[config.mk]
export PLATFORM = sky130hd
export DESIGN_NAME = uart_bus_responder
export DESIGN_NICKNAME = d
export VERILOG_FILES = /design/src/rtl/uart_bus_responder.sv
export SDC_FILE = /design/constraint.sdc
export NUM_CORES = 1
export LEC_CHECK = 0
export BUFFER_PORTS_ARGS = -buffer_cell sky130_fd_sc_hd__buf_4
export CORE_MARGIN = 10
export CORE_UTILIZATION = 40
export DETAILED_ROUTE_END_ITERATION = 10
export PLACE_DENSITY = 0.58
export SLEW_MARGIN = 20
export SYNTH_ARGS = -nofsm -noshare
export SYNTH_HDL_FRONTEND = slang
export SYNTH_SLANG_ARGS = --single-unit
[constraint.sdc]
create_clock -name clk_i -period 3.2 [get_ports clk_i]
set_clock_uncertainty 0.2 [all_clocks]
set_input_delay 0.64 -clock clk_i [delete_from_list [all_inputs] [get_ports clk_i]]
set_output_delay 0.64 -clock clk_i [all_outputs]
set_load 0.05 [all_outputs]
[src/rtl/uart_bus_responder.sv]
// UART bus responder: CPU-visible DATA/STATUS/DIVISOR registers, a TX FIFO
// feeding an 8N1 serializer, and a one-byte RX holding register.
//
// Serializer states:
//   state    | meaning
//   ST_IDLE  | line high; pops the FIFO head when a byte is waiting
//   ST_START | start bit (line low) for one bit time
//   ST_DATA  | eight data bits, LSB first, one bit time each
//   ST_STOP  | stop bit (line high) for one bit time
module uart_bus_responder #(
    parameter int          TX_DEPTH        = 16,
    parameter logic [15:0] DEFAULT_DIVISOR = 16'd868
) (
    input  logic        clk_i,
    input  logic        reset_ni,
    input  logic        chip_select_i,
    input  logic [3:0]  addr_i,
    input  logic        read_enable_i,
    input  logic        write_enable_i,
    input  logic [31:0] write_data_i,
    input  logic [3:0]  write_mask_i,
    output logic [31:0] read_data_o,
    output logic        tx_o,
    input  logic [7:0]  rx_data_i,
    input  logic        rx_valid_i,
    output logic        irq_o
);

    localparam int AW = $clog2(TX_DEPTH);
    localparam int CW = AW + 1;
    localparam logic [CW-1:0] DEPTH_C = CW'(TX_DEPTH);

    typedef enum logic [1:0] {ST_IDLE, ST_START, ST_DATA, ST_STOP} state_t;

    state_t      r_state, w_state_nxt;
    logic [31:0] r_read_data;
    logic        r_irq;
    logic [7:0]  r_rx_byte;
    logic        r_rx_valid;
    logic        r_rx_overrun;
    logic        r_tx_overflow;
    logic [15:0] r_divisor;
    logic [7:0]  r_fifo [TX_DEPTH];
    logic [AW-1:0] r_wptr, r_rptr;
    logic [CW-1:0] r_count;
    logic [7:0]  r_shift;
    logic [2:0]  r_bit_cnt;
    logic [15:0] r_baud_cnt;

    logic        w_rd, w_wr;
    logic [1:0]  w_word;
    logic        w_rd_data, w_st_wr, w_div_wr;
    logic        w_push_req, w_push, w_drop, w_pop;
    logic        w_empty, w_full, w_busy, w_bit_end, w_tx;
    logic [15:0] w_div_raw, w_div_new;
    logic [31:0] w_status, w_rd_mux;
    logic        w_unused;

    // Byte-lane bits the register map never looks at.
    assign w_unused = ^{addr_i[1:0], write_data_i[31:16]};

    assign w_rd       = chip_select_i & read_enable_i;
    assign w_wr       = chip_select_i & write_enable_i;
    assign w_word     = addr_i[3:2];
    assign w_rd_data  = w_rd & (w_word == 2'd0);
    assign w_st_wr    = w_wr & (w_word == 2'd1) & write_mask_i[0];
    assign w_div_wr   = w_wr & (w_word == 2'd2);
    assign w_push_req = w_wr & (w_word == 2'd0) & write_mask_i[0];
    // Acceptance uses the count before any same-cycle pop.
    assign w_push     = w_push_req & (r_count < DEPTH_C);
    assign w_drop     = w_push_req & ~(r_count < DEPTH_C);
    assign w_empty    = (r_count == '0);
    assign w_full     = (r_count == DEPTH_C);
    assign w_busy     = (r_state != ST_IDLE);
    assign w_bit_end  = (r_baud_cnt == 16'd0);

    assign w_div_raw = {write_mask_i[1] ? write_data_i[15:8] : r_divisor[15:8],
                        write_mask_i[0] ? write_data_i[7:0]  : r_divisor[7:0]};
    assign w_div_new = (w_div_raw == 16'd0) ? 16'd1 : w_div_raw;

    // Read mux over the current register contents.
    always_comb begin
        w_status = {26'd0, r_tx_overflow, r_rx_overrun, r_rx_valid, w_busy, w_empty, w_full};
        w_rd_mux = 32'd0;
        case (w_word)
            2'd0:    w_rd_mux = {23'd0, r_rx_valid, r_rx_byte};
            2'd1:    w_rd_mux = w_status;
            2'd2:    w_rd_mux = {16'd0, r_divisor};
            default: w_rd_mux = 32'd0;
        endcase
    end

    // Registered read data (zero after any non-read) and registered interrupt level.
    always_ff @(posedge clk_i) begin
        if (!reset_ni) begin
            r_read_data <= 32'd0;
            r_irq       <= 1'b0;
        end else begin
            r_read_data <= w_rd ? w_rd_mux : 32'd0;
            r_irq       <= r_rx_valid | (w_empty & ~w_busy);
        end
    end

    // RX holding register; a new byte arriving with a DATA read is not an overrun.
    always_ff @(posedge clk_i) begin
        if (!reset_ni) begin
            r_rx_byte    <= 8'd0;
            r_rx_valid   <= 1'b0;
            r_rx_overrun <= 1'b0;
        end else begin
            if (rx_valid_i) begin
                r_rx_byte  <= rx_data_i;
                r_rx_valid <= 1'b1;
            end else if (w_rd_data) begin
                r_rx_valid <= 1'b0;
            end
            if (rx_valid_i && r_rx_valid && !w_rd_data)
                r_rx_overrun <= 1'b1;
            else if (w_rd_data || (w_st_wr && write_data_i[4]))
                r_rx_overrun <= 1'b0;
        end
    end

    // Sticky TX overflow flag, write-1-to-clear through STATUS.
    always_ff @(posedge clk_i) begin
        if (!reset_ni)
            r_tx_overflow <= 1'b0;
        else if (w_drop)
            r_tx_overflow <= 1'b1;
        else if (w_st_wr && write_data_i[5])
            r_tx_overflow <= 1'b0;
    end

    // Baud divisor; zero is promoted to one so a bit always lasts at least a clock.
    always_ff @(posedge clk_i) begin
        if (!reset_ni)
            r_divisor <= DEFAULT_DIVISOR;
        else if (w_div_wr)
            r_divisor <= w_div_new;
    end

    // FIFO storage; contents are don't-care until the count says otherwise.
    always_ff @(posedge clk_i) begin
        if (w_push)
            r_fifo[r_wptr] <= write_data_i[7:0];
    end

    // FIFO pointers and occupancy.
    always_ff @(posedge clk_i) begin
        if (!reset_ni) begin
            r_wptr  <= '0;
            r_rptr  <= '0;
            r_count <= '0;
        end else begin
            if (w_push) r_wptr <= r_wptr + 1'b1;
            if (w_pop)  r_rptr <= r_rptr + 1'b1;
            case ({w_push, w_pop})
                2'b10:   r_count <= r_count + 1'b1;
                2'b01:   r_count <= r_count - 1'b1;
                default: r_count <= r_count;
            endcase
        end
    end

    // Serializer state register.
    always_ff @(posedge clk_i) begin
        if (!reset_ni)
            r_state <= ST_IDLE;
        else
            r_state <= w_state_nxt;
    end

    // Serializer next state, FIFO pop and line level.
    always_comb begin
        w_state_nxt = r_state;
        w_pop       = 1'b0;
        w_tx        = 1'b1;
        case (r_state)
            ST_IDLE: begin
                if (!w_empty) begin
                    w_pop       = 1'b1;
                    w_state_nxt = ST_START;
                end
            end
            ST_START: begin
                w_tx = 1'b0;
                if (w_bit_end) w_state_nxt = ST_DATA;
            end
            ST_DATA: begin
                w_tx = r_shift[0];
                if (w_bit_end && (r_bit_cnt == 3'd0)) w_state_nxt = ST_STOP;
            end
            ST_STOP: begin
                if (w_bit_end) w_state_nxt = ST_IDLE;
            end
            default: w_state_nxt = ST_IDLE;
        endcase
    end

    // Bit-time down-counter, bit counter and shift register; the divisor is
    // sampled only when a bit starts, so a change takes effect at the next bit.
    always_ff @(posedge clk_i) begin
        if (!reset_ni) begin
            r_shift    <= 8'd0;
            r_bit_cnt  <= 3'd0;
            r_baud_cnt <= 16'd0;
        end else if (w_pop) begin
            r_shift    <= r_fifo[r_rptr];
            r_bit_cnt  <= 3'd7;
            r_baud_cnt <= r_divisor - 16'd1;
        end else if (w_busy) begin
            if (w_bit_end) begin
                r_baud_cnt <= r_divisor - 16'd1;
                if (r_state == ST_DATA) begin
                    r_shift   <= {1'b0, r_shift[7:1]};
                    r_bit_cnt <= r_bit_cnt - 3'd1;
                end
            end else begin
                r_baud_cnt <= r_baud_cnt - 16'd1;
            end
        end
    end

    assign read_data_o = r_read_data;
    assign tx_o        = w_tx;
    assign irq_o       = r_irq;

endmodule
==> flow_summary.ini <==
[critical_path]
path_cells = or4_4 > o21ai_4 > inv_2 > ha_2 > xor2_1 > ha_1 > a31oi_1 > xor2_1 > or3_1 > a21boi_0
r2r_start = r_count[1]$_SDFFE_PN0P_
path_max_fanout = 8
cp_data_arrival_time_ns = 3.18
cpPeakStageDelay_ns = 0.59
r2r_cells = 10
critPathLaunchType = register
cp_common_cell = xor2_1
cp_slowest_cell = or4_4
worstSetupPathType = reg2reg
rrSetupSlack_ns = 0.28
end_kind = register
cp_data_required_time_ns = 3.46
r2r_end = r_count[2]$_SDFFE_PN0P_

[power]
power_frac_comb_pct = 32.9
switching_power_mw = 3.224
pwr-share-seq_pct = 35.2
p_int_mw = 6.418
clock_power_share_pct = 32.0
power_switching_share_pct = 33.44
total_power_mw = 9.642
p_per_area_nw_per_um2 = 848.0
p_leak_nw = 4.091
peakVddDrop_v = 0.0004932

[layout]
finish.instance_area_um2 = 11370
ff_latch_area_um2 = 5647
num-fill-cells = 2105
post-route-util_pct = 48.29
nets = 902
layout-drive-gt1-share_pct = 20.82
multiInputGateArea_um2 = 3682
antenna_cells = 0
instances_no_fill = 1169
syn2layout_area_growth_pct = 18.21

[outcome]
status = finished clean

[logic_synthesis]
synth-edff-count = 128
synth_fa_ha_area_share_pct = 2.212
yosys.area_share.simple_pct = 12.32
ys_ff_latch = 218
ys.warnings.count = 0
synth-seq-area-share_pct = 58.70
synth-main-ff-cell = edfxtp_1
synth_compound_area_share_pct = 7.194
syn_area_um2 = 9618
synth_top_family_by_area = multiplexers
synth_cell_types = 58
async_flop_share_pct = 0
synth_xor_area_share_pct = 2.094
synth.avg_cell_area_um2 = 12.59
netlist_instances = 764
muxShareOfSynthArea_pct = 13.53

[clock_tree]
cts.reportedPaths.clkPinSlew_ns = 0.06
post-cts-setup-buffer-count = 0
clockBufferDepth = 3
cts_tree = done
numCtsBuffers = 25
clk_latency_ns = 0.53
hold_buffers = 0
clock-sinks = 218
cts_root_buf = clkbuf_16
ctsHtreeMaxLevel = 1

[min_path]
min_to = r_divisor[8]$_SDFFE_PN1P_
hold_class = in2reg
whs_path_depth = 3
hp-start = write_data_i[8]

[global_route]
overflow = 0
grtUsageTotal_pct = 13.80
grt_pass1_vias = 6325
grt_max_degree = 45
grt_pass1_wl_um = 34360
antenna_found_initial = 0

[timing]
max_slew.worst_pin.slew_ns = 0.7982
hold_violations = 0
tns_ns = 0
setup_violations = 0
fmax_ghz = 0.3426
post-route-min-period_ns = 2.918
rsz0062_at_grt = false
slew_viol_final = 0
max_slew_margin_pct = 46.71
fin_crit_sh_pct = 91.20

[floorplan]
io_pins = 88
die_h_um = 175.1
core_um2 = 23540
rows = 56
initial_core_util_pct = 40.85
dieWidth_um = 175.1
die_area_um2 = 30650

[run]
max_cap_viol_count = 0

[drt]
drt_drc_violations_left = 0
finalWirelength_um = 21480
antenna_left = 0
wl_per_cell_um = 18.38
via_count = 6107
dr.first_iter.drc_count = 475
first_pass_iters = 8
via_per_inst = 5.224

[placed_design]
hpwl_um = 14800
dp_cells = 1123
place.gp.congestion = 0.7935
place_area_um2 = 10430
io_buffer_count = 51
-- synthesized netlist by cell type, types with 3 or more instances --
cell	n	area [µm²]
a211oi_1	3	22.52
a21boi_0	6	45.04
a21oi_1	25	125.1
a22oi_1	5	37.54
a31oi_1	4	25.02
a32o_1	4	40.04
and2_1	19	118.9
buf_1	4	15.01
buf_2	7	35.03
buf_4	16	120.1
clkbuf_1	33	123.9
dfxtp_1	90	1802
edfxtp_1	128	3844
ha_1	17	212.7
inv_1	19	71.32
mux2i_1	49	490.5
mux4_2	35	788.3
nand2_1	48	180.2
nand2b_1	3	18.77
nand3_1	24	120.1
nand4_1	7	43.79
nand4b_1	3	26.28
nor2_1	50	187.7
nor2b_1	23	143.9
nor3_1	27	135.1
nor3b_1	3	22.52
nor4_1	7	43.79
nor4b_1	3	26.28
o21a_1	4	30.03
o21ai_0	31	155.2
o22ai_1	3	18.77
o31ai_1	3	22.52
or3_1	4	25.02
or4_1	3	22.52
xnor2_1	12	105.1
xor2_1	11	96.34
-- how the worst max path moves through the flow --
stage / start / endpoint / slack, ns / cells past startpoint
finish: r_count[1]$_SDFFE_PN0P_ / r_count[2]$_SDFFE_PN0P_ / 0.28 / 10
global route: r_baud_cnt[0]$_SDFFE_PN0P_ / r_baud_cnt[1]$_SDFFE_PN0P_ / 0.03 / 8
CTS: r_baud_cnt[0]$_SDFFE_PN0P_ / r_baud_cnt[1]$_SDFFE_PN0P_ / 0.04 / 8
detailed placement: addr_i[3] / r_count[4]$_SDFFE_PN0P_ / -0.04 / 11
global placement: addr_i[3] / r_count[4]$_SDFFE_PN0P_ / 0.02 / 11
floorplan: r_count[1]$_SDFFE_PN0P_ / r_count[4]$_SDFFE_PN0P_ / 0.03 / 14
-- state kept, by name, summed over array words and instances, names as in the netlist, named ones only --
name,flops
r_rx_byte,8
read_data_o,16
r_fifo,128
r_shift,8
r_rx_overrun,1
irq_o,1
r_rx_valid,1
r_tx_overflow,1
r_state,2
r_divisor,16
r_bit_cnt,3
r_rptr,4
r_baud_cnt,16
r_wptr,4
r_count,5
-- repair_timing --
item                                    in CTS  in global routing
endpoints found under the setup margin       0                  1
hold endpoints to repair                     0                  0
gates resized for setup                      0                  2
-- metrics by stage --
stage	worst slack, ns	hold slack (ns)
after detailed placement	-0.04218	0.2709
final	0.2815	0.1274
after global placement	0.01660	0.2562
after floorplan	0.03340	0.2464
after global routing	0.03188	0.1230
after CTS	0.03718	0.1145
-- placed cells by master (no fill, tap or decap), drive strengths merged, types with 3 or more instances in the layout --
cell type / n
o21ai: 33
a21boi: 6
buf: 86
xnor2: 12
a32o: 4
dfxtp: 90
conb: 16
or4: 4
nand4b: 3
clkinv: 8
nor4: 7
a211oi: 3
nor2: 51
o22ai: 3
a31oi: 4
nor4b: 3
nor3b: 3
nor2b: 23
o21a: 4
nand3: 24
nor3: 28
or3: 4
mux2i: 49
inv: 20
ha: 17
xor2: 11
o31ai: 4
clkinvlp: 3
edfxtp: 128
nand2b: 3
a21oi: 25
clkbuf: 29
nand4: 7
mux4: 35
bufinv: 5
a22oi: 5
nand2: 48
and2: 19
-- layer usage --
layer  global-route usage, %  wire length (µm)
met2                   24.64             11100
met1                   16.74              9163
met3                   2.328               879
met5                       0                 0
met4                   3.815               335
-- critical path: cells and delay by family (launching register included) --
family	cells	cell delay, ns
xor gates and xnor gates	2	0.27
DFF	1	0.39
and+or+nand+nor	2	0.90
adders and majority gates	2	0.47
buffers and inverters	1	0.06
AOI/OAI and AO/OA	3	0.56
-- layout make-up --
type	count	area share (%)
flip-flops and latches	218	49.66
multi-input cells	481	32.39
clock buffers	29	5.910
repair buffers	86	5.788
well taps	319	3.510
clock inverters	17	2.113
inverters	19	0.6273
-- power by group through the flow --
| stage | combinational (mW) | clock [mW] | sequential [mW] |
|---|---|---|---|
| finish | 3.17 | 3.08 | 3.39 |
| global route | 3.51 | 3.27 | 3.42 |
| CTS | 3.13 | 3.13 | 3.38 |
| detailed placement | 3.11 | 0 | 3.43 |
| global placement | 3.01 | 0 | 3.42 |
| floorplan | 2.32 | 0 | 3.38 |
-- cell families (layout without fill, tap and decap cells) --
family / Yosys count / count (layout)
muxes: 86 / 86
adders and majority gates: 17 / 17
and+or+nand+nor: 232 / 232
other: 1 / 16
DFF: 218 / 218
buffers and inverters: 80 / 151
xor gates and xnor gates: 23 / 23
AOI/OAI and AO/OA: 107 / 107
(Power assumes the default switching activity.)
